--- src/rtl/local_bus_arbiter.sv ---
`timescale 1ns/1ps
// Arbiter for the 68040 local bus, shared between the CPU and the PCI bridge DMA master.
// The CPU is parked on the bus by default. DMA tenure is bounded, and a locked CPU sequence is never broken.
module local_bus_arbiter #(
    parameter int DMA_MAX_CLKS  = 64,
    parameter int GRANT_TIMEOUT = 8
) (
    input  logic       CLK40,
    input  logic       RESETn,
    input  logic       BR_CPUn,
    input  logic       LOCK_CPUn,
    input  logic       BB_CPUn,
    input  logic       BR_DMAn,
    input  logic       BB_DMAn,
    output logic       BG_CPUn,
    output logic       BG_DMAn,
    output logic       DMA_ACTIVE,
    output logic [2:0] ARB_STATE
);

    typedef enum logic [2:0] {
        ST_RST       = 3'd0,
        ST_CPU_GRANT = 3'd1,
        ST_CPU_REL   = 3'd2,
        ST_DMA_GNT   = 3'd3,
        ST_DMA_OWN   = 3'd4,
        ST_DMA_REL   = 3'd5
    } arb_state_e;

    typedef enum logic {
        OWNER_CPU = 1'b0,
        OWNER_DMA = 1'b1
    } owner_e;

    localparam logic [7:0] TCNT_LAST = 8'(DMA_MAX_CLKS - 1);
    localparam logic [7:0] TCNT_SAT  = 8'(DMA_MAX_CLKS);
    localparam logic [3:0] GCNT_LAST = 4'(GRANT_TIMEOUT - 1);

    arb_state_e state;
    arb_state_e state_nxt;
    owner_e     last_owner;
    logic [7:0] tcnt;
    logic [3:0] gcnt;
    // Set once the relevant BB line has been seen high on the previous edge in this state.
    logic       idle_seen;

    assign ARB_STATE = state;

    always_comb begin
        // NOTE: default assignment first so every path drives state_nxt and no latch is inferred.
        state_nxt = state;
        case (state)
            ST_RST: state_nxt = ST_CPU_GRANT;
            ST_CPU_GRANT: begin
                if (!BR_DMAn && LOCK_CPUn && (BR_CPUn || last_owner == OWNER_CPU))
                    state_nxt = ST_CPU_REL;
            end
            ST_CPU_REL: begin
                if (BR_DMAn)
                    state_nxt = ST_CPU_GRANT;
                else if (BB_CPUn && idle_seen)
                    state_nxt = ST_DMA_GNT;
            end
            ST_DMA_GNT: begin
                if (!BB_DMAn)
                    state_nxt = ST_DMA_OWN;
                else if (gcnt == GCNT_LAST || BR_DMAn)
                    state_nxt = ST_DMA_REL;
            end
            ST_DMA_OWN: begin
                if ((!BR_CPUn && tcnt == TCNT_LAST) || BR_DMAn || (BB_DMAn && idle_seen))
                    state_nxt = ST_DMA_REL;
            end
            ST_DMA_REL: begin
                // A master still holding BB is never forced off the bus.
                if (BB_DMAn && idle_seen)
                    state_nxt = ST_CPU_GRANT;
            end
            default: state_nxt = ST_RST;
        endcase
    end

    always_ff @(posedge CLK40 or negedge RESETn) begin
        if (!RESETn) begin
            state      <= ST_RST;
            last_owner <= OWNER_CPU;
            tcnt       <= '0;
            gcnt       <= '0;
            idle_seen  <= 1'b0;
            BG_CPUn    <= 1'b1;
            BG_DMAn    <= 1'b1;
            DMA_ACTIVE <= 1'b0;
        end else begin
            // NOTE: non-blocking throughout, so every term below sees pre-edge state.
            state <= state_nxt;

            // Outputs decode the next state, so they are registered and change with the state.
            BG_CPUn    <= (state_nxt != ST_CPU_GRANT);
            BG_DMAn    <= !(state_nxt inside {ST_DMA_GNT, ST_DMA_OWN});
            DMA_ACTIVE <= state_nxt inside {ST_DMA_GNT, ST_DMA_OWN, ST_DMA_REL};

            if (state_nxt != state) begin
                idle_seen <= 1'b0;
            end else begin
                case (state)
                    ST_CPU_REL:             idle_seen <= BB_CPUn;
                    ST_DMA_OWN, ST_DMA_REL: idle_seen <= BB_DMAn;
                    default:                idle_seen <= 1'b0;
                endcase
            end

            if (state != ST_DMA_GNT)
                gcnt <= '0;
            else if (gcnt != GCNT_LAST)
                gcnt <= gcnt + 4'd1;

            if (state != ST_DMA_OWN)
                tcnt <= '0;
            else if (!BR_CPUn && tcnt != TCNT_SAT)
                tcnt <= tcnt + 8'd1;

            if (state == ST_DMA_GNT && state_nxt == ST_DMA_OWN)
                last_owner <= OWNER_DMA;
            else if (state == ST_DMA_REL && state_nxt == ST_CPU_GRANT)
                last_owner <= OWNER_CPU;
        end
    end

endmodule
--- config.mk ---
export PLATFORM = sky130hd
export DESIGN_NAME = local_bus_arbiter
export DESIGN_NICKNAME = d
export VERILOG_FILES = /design/src/rtl/local_bus_arbiter.sv
export SDC_FILE = /design/constraint.sdc
export NUM_CORES = 1
export LEC_CHECK = 0
export ABC_AREA = 1
export BUFFER_PORTS_ARGS = -buffer_cell sky130_fd_sc_hd__buf_2
export CORE_MARGIN = 3
export CORE_UTILIZATION = 56
export DETAILED_ROUTE_END_ITERATION = 10
export GPL_ROUTABILITY_DRIVEN = 0
export MAX_ROUTING_LAYER = met4
export PLACE_DENSITY = 0.88
export SLEW_MARGIN = 5
export SYNTH_ARGS = -nofsm -noshare
export SYNTH_HDL_FRONTEND = slang
export SYNTH_SLANG_ARGS = --single-unit
--- constraint.sdc ---
create_clock -name CLK40 -period 1.77 [get_ports CLK40]
set_clock_uncertainty 0.05 [all_clocks]
set_input_delay 0.2655 -clock CLK40 [delete_from_list [all_inputs] [get_ports CLK40]]
set_output_delay 0.2655 -clock CLK40 [all_outputs]
set_load 0.01 [all_outputs]
==> results of run 1 <==
## critical path: stages, from the launching register on
cell and delay (ns):
sky130_fd_sc_hd__dfrtp_1 0.39, sky130_fd_sc_hd__ha_1 0.18, sky130_fd_sc_hd__nand3_1 0.13, sky130_fd_sc_hd__nor2_1 0.18
sky130_fd_sc_hd__nand2_1 0.07, sky130_fd_sc_hd__nand2_1 0.07, sky130_fd_sc_hd__nand2_2 0.07, sky130_fd_sc_hd__nand3_4 0.10
sky130_fd_sc_hd__nand2_1 0.06, sky130_fd_sc_hd__nand2_1 0.08, sky130_fd_sc_hd__nor2_1 0.04
## power by group
group          switching, mW  leakage, nW  internal, mW
clock                  0.152       0.0279         0.229
combinational          0.406        0.374         0.210
sequential            0.0737        0.266         0.548
total                  0.631        0.669         0.986
## layout make-up
type	instances	share of cell area [%]
well taps	25	2.37
inverters	23	6.53
clock buffers	3	1.70
repair buffers	13	5.30
flip-flops and latches	20	38.1
clock inverters	1	2.27
multi-input cells	113	43.7
## placed cells by master, fill, tap and decap left out
master and count:
sky130_fd_sc_hd__nand2_1 38, sky130_fd_sc_hd__nor3b_1 1, sky130_fd_sc_hd__nand3_2 3, sky130_fd_sc_hd__ha_1 3, sky130_fd_sc_hd__inv_1 19, sky130_fd_sc_hd__clkbuf_4 3
sky130_fd_sc_hd__a21oi_1 3, sky130_fd_sc_hd__dlygate4sd3_1 1, sky130_fd_sc_hd__dfrtp_1 18, sky130_fd_sc_hd__nor3_1 5, sky130_fd_sc_hd__o21ai_0 7, sky130_fd_sc_hd__nand3_1 15
sky130_fd_sc_hd__a31oi_1 1, sky130_fd_sc_hd__dfstp_2 2, sky130_fd_sc_hd__inv_2 4, sky130_fd_sc_hd__buf_2 12, sky130_fd_sc_hd__xor2_1 4, sky130_fd_sc_hd__nand2_2 3
sky130_fd_sc_hd__o21ai_1 3, sky130_fd_sc_hd__nor2_2 2, sky130_fd_sc_hd__nand3_4 1, sky130_fd_sc_hd__nor2_1 19, sky130_fd_sc_hd__a22o_1 1, sky130_fd_sc_hd__bufinv_16 1
sky130_fd_sc_hd__nand4_1 4
## flip-flops by register name, summed over array words and instances, names as in the netlist
register / cells
ARB_STATE: 3
BG_CPUn: 1
BG_DMAn: 1
DMA_ACTIVE: 1
gcnt: 4
idle_seen: 1
last_owner: 1
tcnt: 8
## per-stage QoR
step	utilization, %	hold slack, ns	cell area [um^2]
final	71.8	0.298	1320
after global routing	71.8	0.314	1320
after CTS	71.8	0.286	1320
after detailed placement	68.4	0.187	1260
after global placement	68.4	0.183	1260
after floorplan	-	-0.0801	1170
## cell usage after synthesis (all sizes together)
cell / count
nand2: 41
inv: 23
nor2: 21
nand3: 19
dfrtp: 18
o21ai: 10
nor3: 5
nand4: 4
xor2: 4
a21oi: 3
ha: 3
dfstp: 2
a22o: 1
a31oi: 1
nor3b: 1
## metal layers
metal | GRT usage, % | vias up | routed length, um
met5 | - | - | 0
met3 | 6.02 | 2 | 131
met1 | 24.2 | 530 | 1080
met2 | 40.9 | 34 | 1310
met4 | 9.61 | 0 | 22
li1 | - | 544 | -
## logic make-up (layout without fill, tap and decap cells)
| logic type | count (synthesis) | in the layout | share of synthesized area (%) |
|---|---|---|---|
| xor+xnor | 4 | 4 | 3.00 |
| buf+inv | 23 | 40 | 7.40 |
| flops | 20 | 20 | 43.1 |
| fa+ha+maj | 3 | 3 | 3.22 |
| compound gates | 15 | 15 | 6.86 |
| simple gates | 91 | 91 | 36.4 |
## what timing repair did
item                                   4_1_cts  5_1_grt
gates resized for setup                      0        0
endpoints found under the hold margin       18        0
hold buffers                                 1        0
## worst paths after layout
check                            from            to  slack [ns]  cells after the start
min in group asynchronous      RESETn       tcnt[0]        0.37                      2
setup / recovery              tcnt[0]     idle_seen        0.22                     10
hold / removal                BB_DMAn  ARB_STATE[2]        0.30                      4
hold reg to reg            last_owner    last_owner        0.44                      2
setup reg to reg              tcnt[0]     idle_seen        0.22                     10
max in group asynchronous      RESETn       BG_DMAn        0.96                      2
==> results by stage, run 1 <==
Status:
- The run finished with clean final reports.

Layout:
- After the last flow step, the layout net total stands at 184.
- The area overhead of the layout relative to synthesis is 13.2%.
- The area used by multi-input combinational logic is 578 um^2.
- Counting the fill cells in the layout gives around 160.
- The post-layout instance count excluding filler cells is between 150 and 200.
- The count of antenna diodes in the layout is 0.
- The sequential cell area is 503 um^2.
- The share of layout cells above drive strength 1 is 17.9%.

Clock network:
- The number of buffers inserted to repair setup after CTS is 0.
- The clock passes through at most 2 buffers.
- TritonCTS built the clock tree.
- The clock drives 20 sinks.
- The later pin in the worst-skew pair is clocked with a latency of a little over 0.3 ns.
- After clock tree synthesis, the clock-pin slew on the worst setup and hold paths is 0.13 ns.
- Counting the buffers created by CTS gives 3.
- The tree is rooted in a sky130_fd_sc_hd__clkbuf_4.
- The H-tree depth is 1.

Timing:
- The fmax is roughly 0.65 GHz.
- Setup violations remaining at the end of the flow were counted as 0.
- The number of hold-slack violations in the final timing report is 0.
- The number of pins with negative max-slew slack in the final report is 0.
- The final sum of negative setup slack is 0 ns.
- The post-route worst setup slack is 0.225 ns.
- The tightest slew margin relative to the limit is 70.2%.
- The clock period minus final worst setup slack is 1.55 ns.
- Setup repair after global routing left no endpoint under its margin.
- At the pin with the least slew margin, the transition time is ~0.45 ns.
- The ratio of final minimum period to clock period is ~87%.

Routing:
- In the routed layout, each cell is associated on average with a via count of 5.61.
- The routed design has ~2500 um of wire.
- The DRC marker count from the first detailed-route iteration is 25.
- The post-detailed-route count of antenna-violating nets is 0.
- The detail-routed net length per standard cell is 12.9 um.
- The first detailed-routing pass ran for 4 iterations.
- For this run, design rule violations remaining after detail routing come to 0.
- Across all layers, the routed design uses 1110 vias.

Synth:
- The synthesized design contains 20 register bits.
- Summing the sequential cell areas from Yosys gives a little over two fifths of the chip area.
- The synthesized netlist net count is 166.
- The synthesized netlist contains 21 unique library cells.
- The count of synthesis-stage warnings from yosys is 0.
- The synthesized design devotes to its leading area cell type between 30% and 40% of total area.
- The most area-hungry cell type in the Yosys netlist is sky130_fd_sc_hd__dfrtp_1.
- A synthesized cell averages 7.48 um^2.
- Ranked by total cell area, the synthesized netlist is headed by sky130_fd_sc_hd__dfrtp_1, sky130_fd_sc_hd__nand2_1, sky130_fd_sc_hd__nand3_1, sky130_fd_sc_hd__inv_1, sky130_fd_sc_hd__nor2_1.
- The number of standard cells after synthesis is 156.
- After synthesis the cells add up to 1170 um^2.

GRT:
- The number of global-route vias before repair was 1065.
- The maximum number of pins on one net before global-route repair is 21.
- The global routing usage summed across all routing layers is 23.1%.
- The number of antenna violations at the first check in global routing is 0.
- The first global-routing pass estimated 4400 um of wire.
- The global-route congestion overflow total is 0.

Setup path:
- The worst setup path is captured at a flip-flop.
- The critical path data required time is 1.93 ns.
- STA puts the critical path data arrival time at 1.71 ns.
- In this run the worst path has a maximum fanout of 7.
- The critical path launch point type is a flip-flop.
- The critical path start-end classification is reg2reg.

Floorplanning:
- The area of the placeable core is 1840 um^2.
- The number of placement rows is 15.
- The die area is 2670 um^2.
- The number of placed I/O pins is 13.
- The x dimension of the die is 51.7 um.
- The vertical extent of the die is 51.7 um.
- The initial core utilization is 63.5%.

Placed design:
- Input and output buffers added on the ports amount to 12.
- The post-placement setup slack is 0.240 ns.
- The number of cells after detailed placement is 193.
- Detailed placement ended at an HPWL of roughly 1800 um.

Run:
- Max-cap violations in this run came to 0.

Power:
- In this run the power density over the cells is 1220 nW/um^2.
- The total design power is 1.62 mW.
- IR analysis of the VDD net gives a maximum drop of 0.000883 V.
- The leakage component of the power is approximately 0.67 nW.

Hold path:
- The class of the tightest hold or removal check is in2reg.
Note: power is estimated with default switching activity, not from simulation.
==> run 2, diff against run 1 <==
--- a/config.mk
+++ b/config.mk
@@ -8,11 +8,11 @@
 export ABC_AREA = 1
 export BUFFER_PORTS_ARGS = -buffer_cell sky130_fd_sc_hd__buf_2
 export CORE_MARGIN = 3
-export CORE_UTILIZATION = 56
+export CORE_UTILIZATION = 45
 export DETAILED_ROUTE_END_ITERATION = 10
 export GPL_ROUTABILITY_DRIVEN = 0
 export MAX_ROUTING_LAYER = met4
-export PLACE_DENSITY = 0.88
+export PLACE_DENSITY = 0.75
 export SLEW_MARGIN = 5
 export SYNTH_ARGS = -nofsm -noshare
 export SYNTH_HDL_FRONTEND = slang
==> run 2 against run 1 <==
- largest power group unchanged
- cell count grew 1.5%
- critical path depth decreased by 2
- design area up 0.28%
- combinational power decreased by 3%
- via count is 4.1% lower
- power down 0.54%
- sequential share of layout area shrank 0.11 points
- sequential cell count unchanged
- non-clock buffer count unchanged
- sequential power increased by 0.8%
- global-route usage fell by 6.0 points
==> results by stage, run 2 (synthesis results as in run 1) <==
Status:
- The flow ran to the end, and the final reports show no timing, DRC or antenna violations.

Timing:
- The pin slew with the least headroom to its limit came to 0.438 ns (-0.00890 ns).
- The fmax is 0.633 GHz (-2.2%).
- The number of hold-slack violations in the final timing report is 0 (unchanged).
- Setup repair after global routing left no endpoint under its margin.
- The number of pins with negative max-slew slack in the final report is 0 (unchanged).
- The clock period minus final worst setup slack was 1.58 ns (+0.0350 ns).
- The ratio of final minimum period to clock period was 89.3% (+2.0 points).
- The tightest slew margin relative to the limit is 70.8% (+0.59 points).
- The count of final setup violators came to 0 (unchanged).
- The final sum of negative setup slack is 0 ns (unchanged).

Power:
- The internal power came to 0.986 mW (about the same).
- The power density over the cells is 1210 nW/um^2 (-0.82%).
- The leakage component of the power is 0.669 nW (unchanged).
- The maximum vdd drop is 0.00115 V (+31%).
- The portion of total power attributed to the clock network was 23.8% (+0.3 points).
- The share of total power consumed by net switching was 38.7% (-0.31 points).
- The portion of total power attributed to sequential cells is 38.9% (+0.5 points).
- The proportion of power drawn by combinational gates is 37.3% (-0.8 points).
- The total design power is 1.61 mW (-0.54%).
- The power spent charging and discharging nets is 0.623 mW (-1.3%).

Clock network:
- The TritonCTS clock tree is done.
- The number of buffers inserted to repair setup after CTS came to 0 (unchanged).
- The post-cts sizing count is 0 (unchanged).
- The count of clock tree sinks came to 20 (unchanged).
- The deepest clock path buffer count is 2 (unchanged).
- The H-tree depth was 1 (unchanged).
- The total CTS buffers was 3 (unchanged).
- The clock edge transition at the registers on the reported setup and hold paths is 0.12 ns (about the same).
- In this run the clock root is driven by a sky130_fd_sc_hd__clkbuf_4.
- The clock insertion delay at the later pin of the skew report is 0.31 ns (about the same).

Routing:
- The detail-routed net length per standard cell is 11.9 um (-7.2%).
- The remaining routing DRC violations came to 0 (unchanged).
- The total number of vias is 1064 (-4.1%).
- The detailed-router iteration count before antenna repair is 4 (unchanged).
- The post-detailed-route count of antenna-violating nets is 0 (unchanged).
- The final wirelength came to 2400 um (-5.8%).
- The number of vias per cell was 5.29 (-5.6%).
- The DRC marker count from the first detailed-route iteration was 31 (+24%).

Layout:
- The number of flip-flops in the largest register came to 8 (unchanged).
- The count of antenna diodes in the layout came to 0 (unchanged).
- The share of the core filled with cells in the final layout is 56.6% (-15 points).
- The share of layout cells above drive strength 1 is 17.9% (unchanged).
- The post-layout instance count excluding filler cells is 201 (+1.5%).
- The final net count came to 184 (unchanged).
- Counting flops per register, the top entry is tcnt.
- The library cell used most frequently in the layout, excluding fill and tap cells, is sky130_fd_sc_hd__nand2_1.
- The top cell types in the final layout, fill and taps aside, are sky130_fd_sc_hd__nand2_1, sky130_fd_sc_hd__inv_1, sky130_fd_sc_hd__nor2_1.
- The area overhead of the layout relative to synthesis is 13.5%.

Setup path:
- STA classifies the critical path endpoint as a flip-flop.
- The maximum fanout along the worst path is 7 (unchanged).
- Broken down by cell family, the worst path's largest delay share belongs to simple AND/OR/NAND/NOR gates.
- The maximum cell stage delay along the critical path is 0.49 ns (+0.10 ns).
- The worst setup path is launched from a flip-flop.
- The signal arrival time at the worst endpoint came to 1.74 ns (+0.03 ns).
- The critical path data required time is 1.93 ns (about the same).
- The slowest stage of the critical path is the sky130_fd_sc_hd__dfrtp_1 cell.
- The setup path with the least slack is of type reg2reg.
- Counting stages on the worst path, the most repeated cell is sky130_fd_sc_hd__nand2_1.
- The critical path goes through inv_2, nand3_2, inv_1, nand2_2, nand3_4, nand3_1, nand2_1, nand2_1.
- The buffer and inverter count on the worst path is 2 (+2).

Floorplanning:
- The initial core utilization is 49.9% (-14 points).
- The number of placement rows is 17 (+2).
- The area of the placeable core is 2340 um^2 (+27%).
- The die area is 3240 um^2 (+21%).
- The vertical extent of the die is 56.9 um (+10%).
- The number of placed I/O pins is 13 (unchanged).
- The x dimension of the die is 56.9 um (+10%).

GRT:
- The maximum number of pins on one net before global-route repair is 21 (unchanged).
- The global routing usage summed across all routing layers is 17.0% (-6.0 points).
- The number of antenna violations at the first check in global routing is 0 (unchanged).
- The number of global-route vias before repair came to 1021 (-4.1%).
- The first-pass GRT wire length was 4260 um (-3.1%).
- The global-route congestion overflow total is 0 (unchanged).

Placed design:
- The HPWL after detailed placement is 1790 um (-3.1%).
- The count of input and output buffers is 12 (unchanged).
- The number of cells after detailed placement is 196 (+1.6%).

Hold path:
- The class of the tightest hold or removal check is in2reg.

Run:
- The number of violations of the max-capacitance limit is 0 (unchanged).
## run 2: cell counts in the layout (fill, tap and decap cells not counted)
No cell type changed its count.
## run 2: power by group through the flow
stage | sequential (mW) | combinational, mW | clock, mW
3_5_place_dp | 0.629 | 0.595 | 0
3_3_place_gp | 0.626 | 0.586 | 0
5_1_grt | 0.640 | 0.678 | 0.408
4_1_cts | 0.626 | 0.603 | 0.392
6_report | 0.626 | 0.600 | 0.382
2_1_floorplan | 0.647 | 0.410 | 0
## run 2: cell type report
type	count	area (um^2)
fill	230	1010
multi-input combinational	113	578
clock inverter	1	30.0
clock buffer	3	22.5
inverter	23	86.3
sequential	20	503
timing repair buffer	13	70.1
tap	28	35.0
## run 2: repair_timing
action                     in CTS  in global routing
setup endpoints to repair       0                  0
hold buffers                    1                  0
hold endpoints to repair       18                  0
## run 2: worst reg2reg max path, delay by kind of cell (launching register included)
kind | cells | cell delay (ns)
AND/OR/NAND/NOR | 6 | 0.56
flip-flops | 1 | 0.49
buffers and inverters | 2 | 0.39
## run 2: routing by layer
metal  vias up  wire length, um  global-route usage [%]  share of wire [%]
met2        27             1080                    27.4                 45
met1       491             1110                    20.6                 46
li1        537                -                       -                  -
met4         0               76                    6.29                3.2
met3         9              134                    4.30                5.6
met5         -                0                       -                  0
## run 2: path summary, 6_finish.rpt
kind | endpoint | cells past startpoint | startpoint | slack, ns
max | last_owner | 8 | ARB_STATE[0] | 0.19
min | ARB_STATE[2] | 4 | BB_DMAn | 0.29
max reg2reg | last_owner | 8 | ARB_STATE[0] | 0.19
min reg2reg | gcnt[1] | 2 | gcnt[1] | 0.48
max in group asynchronous | BG_DMAn | 2 | RESETn | 0.98
min in group asynchronous | tcnt[2] | 2 | RESETn | 0.36
## run 2: stage by stage
stage / hold slack (ns) / cell area [um^2] / setup WS, ns
after floorplan: -0.0801 / 1170 / 0.373
after global placement: 0.184 / 1260 / 0.272
after detailed placement: 0.187 / 1260 / 0.218
after CTS: 0.279 / 1330 / 0.197
after global routing: 0.336 / 1330 / 0.0510
final: 0.294 / 1330 / 0.190
==> run 3, diff against run 2 <==
--- a/config.mk
+++ b/config.mk
@@ -6,13 +6,13 @@
 export NUM_CORES = 1
 export LEC_CHECK = 0
 export ABC_AREA = 1
-export BUFFER_PORTS_ARGS = -buffer_cell sky130_fd_sc_hd__buf_2
 export CORE_MARGIN = 3
 export CORE_UTILIZATION = 45
 export DETAILED_ROUTE_END_ITERATION = 10
+export DONT_BUFFER_PORTS = 1
 export GPL_ROUTABILITY_DRIVEN = 0
 export MAX_ROUTING_LAYER = met4
-export PLACE_DENSITY = 0.75
+export PLACE_DENSITY = 0.71
 export SLEW_MARGIN = 5
 export SYNTH_ARGS = -nofsm -noshare
 export SYNTH_HDL_FRONTEND = slang
==> run 3 against run 2 <==
- clock power decreased by 29%
- non-clock buffer count is 12 lower
- sequential power rose by 5.4%
- first-iteration DRC count increased by 100%
- cell count down 6.0%
- worst hold slack lost 0.13 ns
- fmax is 2.6% higher
- combinational power shrank 16%
- sequential cell count is the same
- count of clock-buffer cells in the layout rose by 1
- critical endpoint unchanged
- largest power group unchanged
- highest routed layer unchanged
==> results by stage, run 3 (synthesis results as in run 1) <==
Layout:
- The area used by multi-input combinational logic is 578 um^2 (unchanged).
- The share of layout cells above drive strength 1 is 11.8% (-6.1 points).
- From synthesis to final layout, the design area changed by 6.97%.
- The top cell types in the final layout, fill and taps aside, are sky130_fd_sc_hd__nand2_1, sky130_fd_sc_hd__inv_1, sky130_fd_sc_hd__nor2_1.
- The count of antenna diodes in the layout came to 0 (unchanged).
- The final non-filler cell area is 1250 um^2 (-5.8%).
- The library cell used most frequently in the layout, excluding fill and tap cells, is sky130_fd_sc_hd__nand2_1.
- The sequential cell area is 503 um^2 (unchanged).
- The filler cell count was 215 (-6.5%).
- The register with the most flip-flops in the final layout is tcnt.
- The final net count came to 172 (-6.5%).
- The number of flip-flops in the largest register is 8 (unchanged).

Setup path:
- The maximum cell stage delay along the critical path is 0.44 ns (-0.05 ns).
- The critical path data required time was 1.93 ns (about the same).
- The cell depth of the worst flop-to-flop path is 9 (+1).
- The maximum fanout along the worst path is 4 (-3).
- The worst setup slack for register-to-register paths was 0.23 ns (+0.04 ns).
- The slowest cell on the critical path is sky130_fd_sc_hd__dfrtp_1.
- In this run the critical register-to-register path is launched from gcnt[0].
- The critical path in this run is classified as reg2reg.
- The endpoint of the lowest-slack register-to-register path is last_owner.
- The critical path goes through ha_1, nand3_1, nand3_1, nand2_1, nand2_2, nor2_2, nand3_1, nand2_1, nand2_1.
- The worst setup path is captured at a flip-flop.
- The signal arrival time at the worst endpoint was 1.70 ns (-0.04 ns).
- The critical path launch point type is a flip-flop.

Power:
- The portion of total power attributed to sequential cells was 45.9% (+7.0 points).
- The internal power is 0.845 mW (-14%).
- The proportion of power drawn by combinational gates is 35.2% (-2.1 points).
- The leakage component of the power came to 0.613 nW (-8.3%).
- The portion of total power attributed to the clock network came to 18.9% (-4.9 points).
- The maximum vdd drop was 0.000762 V (-34%).
- The share of total power consumed by net switching is 41.2% (+2.5 points).
- The total design power came to 1.44 mW (-11%).
- The power density over the cells is 1150 nW/um^2 (-5.3%).
- The power spent charging and discharging nets is 0.592 mW (-5.0%).

Timing:
- The number of hold-slack violations in the final timing report is 0 (unchanged).
- The final sum of negative setup slack was 0 ns (unchanged).
- The number of pins with negative max-slew slack in the final report came to 0 (unchanged).
- The clock period minus final worst setup slack is 1.54 ns (-0.0393 ns).
- The pin slew with the least headroom to its limit was 0.914 ns (+0.476 ns).
- The count of final setup violators was 0 (unchanged).
- Setup repair after global routing left no endpoint under its margin.
- The fmax is 0.649 GHz (+2.6%).
- The tightest slew margin relative to the limit is 38.9% (-32 points).
- The ratio of final minimum period to clock period is 87.1% (-2.2 points).

Clock network:
- The deepest clock path buffer count came to 2 (unchanged).
- The count of clock tree sinks was 20 (unchanged).
- The tree is rooted in a sky130_fd_sc_hd__clkbuf_4.
- The TritonCTS clock tree is done.
- The clock edge transition at the registers on the reported setup and hold paths is 0.12 ns (about the same).
- The total CTS buffers was 3 (unchanged).
- The H-tree depth is 1 (unchanged).
- The clock insertion delay at the later pin of the skew report is 0.30 ns (about the same).
- The number of buffers inserted to repair setup after CTS is 0 (unchanged).

Floorplanning:
- The initial core utilization is 49.9% (unchanged).
- The number of placement rows is 17 (unchanged).
- The vertical extent of the die is 56.9 um (unchanged).
- The number of placed I/O pins is 13 (unchanged).
- The die area is 3240 um^2 (unchanged).
- The area of the placeable core is 2340 um^2 (unchanged).
- The x dimension of the die came to 56.9 um (unchanged).

Hold path:
- The startpoint identified for the worst hold timing path is BR_DMAn.
- The class of the tightest hold or removal check is in2reg.
- The cell count of the worst hold path is 3 (-1).
- For hold timing, the worst endpoint is ARB_STATE[1].

GRT:
- The maximum number of pins on one net before global-route repair is 21 (unchanged).
- The global-route congestion overflow total is 0 (unchanged).
- The number of global-route vias before repair is 1013 (-0.78%).
- The first-pass GRT wire length is 4350 um (+1.9%).
- The global routing usage summed across all routing layers is 17.4% (+0.35 points).
- The number of antenna violations at the first check in global routing is 0 (unchanged).

Placed design:
- The count of input and output buffers is 0 (-12).
- The HPWL after detailed placement was 1920 um (+7.3%).
- The instance area after placement is 1200 um^2 (-4.8%).

Routing:
- The detail-routed net length per standard cell came to 13.3 um (+12%).
- The remaining routing DRC violations is 0 (unchanged).
- The final wirelength was 2520 um (+4.9%).
- The post-detailed-route count of antenna-violating nets is 0 (unchanged).
- The detailed-router iteration count before antenna repair is 4 (unchanged).
- The DRC marker count from the first detailed-route iteration was 63 (+100%).
- The number of vias per cell is 5.56 (+4.9%).
- The total number of vias is 1050 (-1.3%).

Status:
- The run finished with clean final reports.

Run:
- The number of violations of the max-capacitance limit came to 0 (unchanged).
-- run 3: routing by layer --
metal  up-vias  wire length [um]  global-route usage, %
li1        510                 -                      -
met1       492              1110                   21.6
met3         4               186                   6.11
met5         -                 0                      -
met4         0                31                   4.64
met2        44              1190                   26.9
-- run 3: layout make-up --
| class | instances | share of cell area [%] |
|---|---|---|
| well taps | 28 | 2.81 |
| multi-input cells | 113 | 46.3 |
| inverters | 23 | 6.91 |
| clock buffers | 4 | 2.91 |
| flip-flops and latches | 20 | 40.3 |
| repair buffers | 1 | 0.802 |
-- run 3: worst max-delay path by stage --
stage,startpoint,endpoint,slack [ns],depth (start not counted)
3_5_place_dp,tcnt[0],last_owner,0.25,10
3_3_place_gp,gcnt[0],last_owner,0.27,9
5_1_grt,ARB_STATE[0],idle_seen,0.08,8
6_report,gcnt[0],last_owner,0.23,9
4_1_cts,gcnt[0],last_owner,0.22,9
2_1_floorplan,gcnt[0],last_owner,0.37,9
-- run 3: metrics by stage --
stage          hold slack (ns)  setup WS, ns  utilization, %  std cells
3_5_place_dp           -0.0793         0.252            51.4        184
2_1_floorplan          -0.0801         0.373               -        156
6_report                 0.165         0.229            53.4        189
5_1_grt                  0.165        0.0835            53.4        189
3_3_place_gp           -0.0794         0.269            51.4        184
4_1_cts                  0.156         0.220            53.4        189
-- run 3: what timing repair did --
item,in CTS,in global routing
gates resized for setup,0,0
endpoints found under the setup margin,0,0
endpoints found under the hold margin,20,0
hold buffers,1,0
-- run 3: critical path, delay by kind of cell (launching register included) --
| family | cells | cell delay [ns] |
|---|---|---|
| simple gates | 8 | 0.71 |
| flops | 1 | 0.44 |
| fa+ha+maj | 1 | 0.25 |
-- run 3: power groups by stage --
stage	registers (mW)	clock network, mW	logic (mW)
3_5_place_dp	0.670	0	0.494
6_report	0.660	0.272	0.505
2_1_floorplan	0.647	0	0.410
5_1_grt	0.673	0.297	0.580
3_3_place_gp	0.668	0	0.486
4_1_cts	0.662	0.279	0.505
